$ cat src/rtl/pipe_buf_stage.sv
// Pipeline buffer register between two core stages.
// Carries an opaque WIDTH-bit payload with valid/ready handshaking, an
// optional 2-entry skid buffer, synchronous flush that inserts a bubble,
// and saturating stall/flush performance counters.
module pipe_buf_stage #(
    parameter int unsigned             WIDTH      = 32,
    parameter int unsigned             SKID       = 1,
    parameter logic [WIDTH-1:0]        BUBBLE_VAL = '0,
    parameter int unsigned             CNT_W      = 16
) (
    input  logic              clk,
    input  logic              reset,
    input  logic              in_valid,
    output logic              in_ready,
    input  logic [WIDTH-1:0]  in_data,
    output logic              out_valid,
    input  logic              out_ready,
    output logic [WIDTH-1:0]  out_data,
    input  logic              flush,
    output logic [CNT_W-1:0]  stall_cnt,
    output logic [CNT_W-1:0]  flush_cnt
);

    typedef enum logic [1:0] {
        ST_EMPTY,
        ST_FULL,
        ST_SKID
    } state_t;

    localparam logic [CNT_W-1:0] CNT_MAX = '1;

    state_t            state;
    logic [WIDTH-1:0]  main_q;
    logic [WIDTH-1:0]  skid_q;
    logic              valid_q;
    logic              ready_q;
    logic              in_xfer;
    logic              out_xfer;

    // Skid mode: in_ready is a flop (no path from out_ready).
    // Single-register mode: accept when empty or when the held entry leaves.
    assign in_ready  = (SKID != 0) ? ready_q : (!valid_q || out_ready);
    assign out_valid = valid_q;
    assign out_data  = main_q;
    assign in_xfer   = in_valid && in_ready;
    assign out_xfer  = valid_q && out_ready;

    // Buffer state machine; main_q is forced to BUBBLE_VAL whenever nothing valid is held.
    always_ff @(posedge clk or posedge reset) begin
        if (reset) begin
            state   <= ST_EMPTY;
            main_q  <= BUBBLE_VAL;
            skid_q  <= BUBBLE_VAL;
            valid_q <= 1'b0;
            ready_q <= 1'b1;
        end else if (flush) begin
            state   <= ST_EMPTY;
            main_q  <= BUBBLE_VAL;
            skid_q  <= BUBBLE_VAL;
            valid_q <= 1'b0;
            ready_q <= 1'b1;
        end else begin
            case (state)
                ST_EMPTY: begin
                    if (in_xfer) begin
                        main_q  <= in_data;
                        valid_q <= 1'b1;
                        state   <= ST_FULL;
                    end
                end
                ST_FULL: begin
                    if (in_xfer && out_xfer) begin
                        main_q <= in_data;
                    end else if (in_xfer && (SKID != 0)) begin
                        skid_q  <= in_data;
                        ready_q <= 1'b0;
                        state   <= ST_SKID;
                    end else if (out_xfer) begin
                        main_q  <= BUBBLE_VAL;
                        valid_q <= 1'b0;
                        state   <= ST_EMPTY;
                    end
                end
                ST_SKID: begin
                    if (out_xfer) begin
                        main_q  <= skid_q;
                        skid_q  <= BUBBLE_VAL;
                        ready_q <= 1'b1;
                        state   <= ST_FULL;
                    end
                end
                default: begin
                    state   <= ST_EMPTY;
                    main_q  <= BUBBLE_VAL;
                    skid_q  <= BUBBLE_VAL;
                    valid_q <= 1'b0;
                    ready_q <= 1'b1;
                end
            endcase
        end
    end

    // Saturating stall counter: held valid entry not consumed and not being flushed.
    always_ff @(posedge clk or posedge reset) begin
        if (reset) begin
            stall_cnt <= '0;
        end else if (valid_q && !out_ready && !flush && (stall_cnt != CNT_MAX)) begin
            stall_cnt <= stall_cnt + 1'b1;
        end
    end

    // Saturating flush counter: only flushes that actually killed a held entry.
    always_ff @(posedge clk or posedge reset) begin
        if (reset) begin
            flush_cnt <= '0;
        end else if (flush && (state != ST_EMPTY) && (flush_cnt != CNT_MAX)) begin
            flush_cnt <= flush_cnt + 1'b1;
        end
    end

endmodule
$ cat config.mk
export PLATFORM = sky130hd
export DESIGN_NAME = pipe_buf_stage
export DESIGN_NICKNAME = d
export VERILOG_FILES = /design/src/rtl/pipe_buf_stage.sv
export SDC_FILE = /design/constraint.sdc
export NUM_CORES = 1
export LEC_CHECK = 0
export CORE_AREA = 2 2 98 100
export DETAILED_ROUTE_END_ITERATION = 10
export DIE_AREA = 0 0 100 102
export PLACE_DENSITY_LB_ADDON = 0.12
export SLEW_MARGIN = 15
export SYNTH_ARGS = -nofsm -noshare
export SYNTH_HDL_FRONTEND = slang
export SYNTH_SLANG_ARGS = --single-unit
$ cat constraint.sdc
create_clock -name clk -period 4.4 [get_ports clk]
set_clock_uncertainty 0.05 [all_clocks]
set_input_delay 0.88 -clock clk [delete_from_list [all_inputs] [get_ports clk]]
set_output_delay 0.88 -clock clk [all_outputs]
set_load 0.02 [all_outputs]
; Word level (Yosys, flattened, before mapping)
; Index checks and enable logic that the tools add are counted.
[totals]
elab_cells = 68
regBits = 100
[classes]
eq_ne = 15
mux = 28
add_sub_neg = 2
n_reduce_logical = 16
[op_table]
columns = operator, n
row1 = $mux 32, 8
row2 = $pmux 32 s3, 2
row3 = $add 16x1->16 const B, 2
row4 = $ne 16x16->1 const B, 2
row5 = $ne 3x3->1 const B, 6
row6 = $mux 2, 6
row7 = $ne 4x4->1 const B, 3
row8 = $reduce_and 4->1, 3
row9 = $mux 1, 9
row10 = $logic_and 1x1->1, 8
row11 = $pmux 1 s3, 2
row12 = $pmux 2 s3, 1
row13 = $reduce_and 5->1, 1
row14 = $ne 2x2->1 const B, 2
row15 = $eq 2x1->1 const B, 1
row16 = $eq 2x2->1 const B, 1
row17 = $logic_not 1->1, 2
row18 = $logic_not 2->1, 1
row19 = $reduce_bool 2->1, 1

; Depth between registers and ports, before layout
; Gate-level depths: netlist of run 1.
[depth]
ltp_word = 6
ltp_mapped = 6
depth_no_buf = 5

; Least setup slack after synthesis of run 1
; Ideal clock, no wire load.
[synth_path]
path_type = input -> register
from = input flush
to = register stall_cnt[15]
n_path_buf = 0
arrival_ps = 1851
stages = 4
path_slack_ps = 2371
t_required_ps = 4222
path_cell_list = nor3b_2 nand3_2 nor4_2 mux2_1
[synth_between]
elab_chain_len = 3
[synth_lines]
columns = item, line
row1 = start: declaration, 19  ; input logic flush,
row2 = $logic_not 1->1, 107  ; end else if (valid_q && !out_ready && !flush && (stall_cnt != CNT_MAX)) begin
row3 = $logic_and 1x1->1 (2 in series), 107
row4 = end signal: assignment, 108  ; stall_cnt <= stall_cnt + 1'b1;
row5 = end: declaration, 20  ; output logic [CNT_W-1:0] stall_cnt,
; No other way between the ends.
; A chain may end at the register's enable or synchronous reset.

; Worst setup path in the final report of run 1
[layout_path]
from = input out_ready
to = register main_q[7], in the netlist out_data[7]
[layout_between]
elab_chain_len = 5
elab_cells_between_ends = 9
[layout_lines]
columns = item, line
row1 = start: declaration, 17  ; input logic out_ready,
row2 = $logic_and 1x1->1 *, 46  ; assign out_xfer = valid_q && out_ready;
row3 = $logic_and 1x1->1, 72  ; if (in_xfer && out_xfer) begin
row4 = $mux 32, 72
row5 = $pmux 32 s3, 63  ; case (state)
row6 = $mux 32, 56  ; end else if (flush) begin
row7 = end signal: assignment, 66  ; main_q <= in_data;
row8 = end signal: assignment, 73  ; main_q <= in_data;
row9 = end signal: assignment, 86  ; main_q <= skid_q;
row10 = end: declaration, 33  ; logic [WIDTH-1:0] main_q;
; Every way passes the cells marked *; elsewhere a longest branch is shown, timed or not.

==> impl_metrics.ini, run 1 <==
[outcome]
status = finished clean

[logic_synthesis]
synth-seq-area-share = 0.561
yosysWarningCount = 0
synth-seq-cells = 100
synth_area_leaders = dfrtp_1, a22o_1, o2bb2ai_1, a22oi_1, xor2_1
syn-cell-area_um2 = 4470
synth_top_area_cell = dfrtp_1
syn-num-nets = 407
synth.most_common_cell = dfrtp_1
yosys_most_used_dff = dfrtp_1
synth_edf_count = 0
synth_top_area_share = 0.555
synth_common_cells = dfrtp_1, a22o_1, a22oi_1, o2bb2ai_1, xor2_1
synth_cells = 368
async_flop_share = 1.00
syn_area_per_cell_um2 = 12.1
synth_cell_types = 50

[sta]
hold_violations = 0
setup_slack_ps = 1720
final_max_slew_viol_count = 0
setup_tns_ps = 0
fin_crit_ps = 2680
final-setup-viol-count = 0
slew_headroom = 0.532
timing.final.crit_share = 0.609
max_freq_ghz = 0.373
worst_pin_slew_ps = 701
rsz0062_at_grt = false

[floorplanning]
row_count = 35
ios = 103
design.die.area_um2 = 10200
die_w_um = 100
core_um2 = 9110
initial_core_util = 0.490
die_y_um = 102

[placed_design]
placedCellCount = 565
dpl_worst_slack_ps = 1380
dp_hpwl_mm = 6.77
portBuffers = 102
routabilityCongestion = 0.807

[global_routing]
grt_max_degree = 50
grt_overflow = 0
grtUsageTotal = 0.218
antenna_found_initial = 0
first_global_vias = 3436
grt_pass1_wl_mm = 17.7

[setup_path]
cp_max_fo = 18
cp.arrival_ps = 2870
cp.required_ps = 4590
crit_path_end_kind = flip-flop
start_kind = primary input
critPathKind = in -> reg

[drt]
drt_wl_total_mm = 10.6
ant_nets = 0
first_iter_violations = 196
drcViolationCount = 0
avgRoutedWirePerCell_um = 18.2
first_pass_iters = 5
vias = 3474
vias_per_cell = 5.98

[final_layout]
fillerInstances = 738
stdcell_count = 581
regArea_um2 = 2500
layout-drive-gt1-share = 0.0979
fin_nets = 504
multi_input_area_um2 = 1860
syn_to_final_growth_pct = 30.2
diodes = 0

[clocking]
clockBufferDepth = 2
insertion_delay_ps = 360
cts_tree = done
postCtsSetupRepairBufs = 0
holdBufCountCts = 0
post_cts_resized = 0
path_clk_slew_ps = 90
cts-root-buf = clkbuf_8
numCtsBuffers = 9
htree_levels = 3
clock_sinks = 100

[pwr]
peakVddDrop_uv = 268
power.density_nw_per_um2 = 409
power_leakage_uw = 0.00255
power_uw = 2380

[flow_run]
max_cap_violations = 0

[min_path]
hp-class = reg -> reg
## layout by cell type (no fill, tap or decap), types with 3 or more instances in the layout
cell and n:
a211oi_1 5, a21oi_1 7, a21oi_2 3, a22o_1 32, a22oi_1 32, buf_4 8, clkbuf_8 9, clkdlybuf4s50_1 102
dfrtp_1 99, inv_1 3, nand2_1 11, nand2b_1 4, nand3_1 9, nand4_1 12, nor2_1 11, nor3_1 8
nor4_2 5, o21ai_0 3, o21bai_1 3, o2bb2ai_1 32, xnor2_1 8, xor2_1 19
## logic make-up (layout without fill, tap and decap cells)
logic type | count (synthesis) | in the layout | synth area share
compound gates | 127 | 127 | 0.224
fa+ha+maj | 2 | 2 | 0.00560
mux | 4 | 4 | 0.0109
buf+inv | 28 | 130 | 0.0291
xor+xnor | 27 | 27 | 0.0530
simple gates | 80 | 80 | 0.117
flops | 100 | 100 | 0.561
## sequential cells by signal (all words and copies together) (netlist names)
signal,count
out_valid,1
out_data,32
stall_cnt,16
state,2
flush_cnt,16
in_ready,1
skid_q,32
## stage by stage
step | hold slack, ps | utilization | instance area, um2
5_1_grt | 471 | 0.638 | 5810
2_1_floorplan | 423 | - | 4470
3_5_place_dp | 425 | 0.615 | 5600
4_1_cts | 449 | 0.638 | 5810
3_3_place_gp | 421 | 0.615 | 5600
6_report | 444 | 0.638 | 5810
## metal layers
layer	vias to the layer above	GRT usage	routed length, um
met5	-	0	0
met1	1761	0.329	5020
met2	110	0.322	4850
li1	1594	-	-
met3	9	0.0547	615
met4	0	0.0495	85
## report_power, final
group          leakage [uW]  switching [uW]  internal [uW]
clock network      0.000100             318            323
registers           0.00135             121           1010
logic               0.00110             323            277
## cell type report
type,instances,share of cell area
timing repair buffer,110,0.186
sequential,100,0.431
tap,111,0.0239
clock buffer,11,0.0226
multi-input combinational,240,0.320
clock inverter,5,0.0144
inverter,4,0.00301
## final timing paths
path / slack (ps) / cells past startpoint / endpoint / start
max reg2reg: 2140 / 5 / out_data[7] / state[0]
min: 440 / 1 / out_data[29] / out_data[29]
min in group asynchronous: 900 / 2 / stall_cnt[11] / reset
min reg2reg: 440 / 1 / out_data[29] / out_data[29]
max in group asynchronous: 2570 / 3 / skid_q[11] / reset
max: 1720 / 6 / out_data[7] / out_ready
## critical path, cell delays in order
cell	delay, ps
clkdlybuf4s50_1	490
and2_1	290
o21a_1	150
o21bai_2	570
buf_4	360
o2bb2ai_1	110
(Power assumes the default switching activity.)
==> run 2: changes to the inputs <==
- CORE_AREA: 2 2 98 100 -> 2 2 103 105
- DIE_AREA: 0 0 100 102 -> 0 0 105 107
- clock period: 4.4 -> 2.4 ns (I/O delays scaled with it)
==> impl_metrics.ini, run 2 (synthesis gave the netlist of run 1 again) <==
[outcome]
status = finished clean

[sta]
setup_slack_ps = 276
worst_pin_slew_ps = 865
max_freq_ghz = 0.471
holdWs_ps = 445
final_max_slew_viol_count = 0
slew_headroom = 0.422
final-setup-viol-count = 0
fin_crit_ps = 2120
hold_violations = 0
rsz0062_at_grt = false
setup_tns_ps = 0
timing.final.crit_share = 0.885

[final_layout]
syn_to_final_growth_pct = 32.3
final_common_cell = clkdlybuf4s50_1
final_area_um2 = 5910
layout_common_cells = clkdlybuf4s50_1, dfrtp_1, a22o_1, a22oi_1, o2bb2ai_1
layout-drive-gt1-share = 0.109
fillerInstances = 895
diodes = 0
fin_nets = 509

[clocking]
cts_tree = done
postCtsSetupRepairBufs = 0
post_cts_resized = 0
clock_sinks = 100
path_clk_slew_ps = 100
clockBufferDepth = 2
insertion_delay_ps = 350
cts-root-buf = clkbuf_8
htree_levels = 3
numCtsBuffers = 9
holdBufCountCts = 0

[global_routing]
grt_max_degree = 101
first_global_vias = 3437
grt_overflow = 0
antenna_found_initial = 0
use_met1 = 0.279
grtUsageTotal = 0.191
met3_usage = 0.0468
grt_pass1_wl_mm = 17.5
grt-busiest-layer = met2
grtUsageMet2 = 0.288

[setup_path]
cp_top_family = buffers and inverters
crit_path_end_kind = primary output
crit_buf_inv = 1
crit_slowest_cell = clkdlybuf4s50_1
cp.arrival_ps = 1590
start_kind = flip-flop
cp.required_ps = 1870
crit_chain = clkdlybuf4s50_1
cp_max_fo = 6
cpPeakStageDelay_ps = 640
critPathKind = reg -> out

[pwr]
power_uw = 4310
power.density_nw_per_um2 = 729
peakVddDrop_uv = 477
power_leakage_uw = 0.00258

[floorplanning]
design.die.area_um2 = 11200
initial_core_util = 0.442
die_w_um = 105
ios = 103
core_um2 = 10100
row_count = 37
die_y_um = 107

[drt]
avgRoutedWirePerCell_um = 17.2
first_iter_violations = 168
ant_nets = 0
vias = 3406
drcViolationCount = 0
drt_wl_total_mm = 10.5
first_pass_iters = 6
vias_per_cell = 5.57

[placed_design]
dp_hpwl_mm = 6.88
dpl_worst_slack_ps = -70.4
placed_area_um2 = 5710
portBuffers = 102
routabilityCongestion = 0.816

[flow_run]
max_cap_violations = 0

[min_path]
hp-class = reg -> reg
[run 2: changes by cell type in the layout (fill, tap and decap cells not counted), moves of 3 or more]
cell | before | now
a21oi_2 | 3 | 0
a21oi_4 | 0 | 3
buf_4 | 8 | 12
clkinv_4 | 0 | 3
[run 2: layout make-up]
type | count | area [um2] | area share
timing repair buffer | 115 | 1130 | 0.191
multi-input combinational | 240 | 1890 | 0.319
clock buffer | 10 | 128 | 0.0216
inverter | 4 | 18.8 | 0.00318
tap | 136 | 170 | 0.0288
sequential | 100 | 2500 | 0.424
clock inverter | 6 | 72.6 | 0.0123
[run 2: stage by stage]
stage,std cells,util
floorplan,368,-
global placement,595,0.566
detailed placement,595,0.566
CTS,611,0.586
global route,611,0.586
finish,611,0.586
[run 2: per-layer routing]
layer | up-vias | routed length (um) | share of wire
li1 | 1619 | - | -
met1 | 1684 | 5190 | 0.49
met2 | 95 | 4720 | 0.45
met3 | 8 | 483 | 0.046
met4 | 0 | 108 | 0.010
met5 | - | 0 | 0
[run 2: power breakdown]
part | internal, uW | leakage, uW | total [uW] | switching (uW)
combinational | 531 | 0.00113 | 1130 | 597
sequential | 1860 | 0.00135 | 2090 | 228
clock | 493 | 0.0000971 | 1090 | 597
[run 2: worst register-to-register path, stage by stage (launching register included)]
cell and delay, ps:
dfrtp_1 700, nor2b_1 410, o21ai_0 230, a21oi_4 190
buf_4 240, o2bb2ai_1 140
[run 2: path summary, 6_finish.rpt]
path / start / end / slack (ps) / cells past startpoint
max in group asynchronous: reset / flush_cnt[13] / 1290 / 3
worst min register to register: out_data[4] / out_data[4] / 450 / 1
worst max-delay path: in_ready / in_ready / 280 / 1
min in group asynchronous: reset / stall_cnt[12] / 570 / 3
worst min-delay path: out_data[4] / out_data[4] / 450 / 1
worst max register to register: state[0] / out_data[9] / 360 / 5
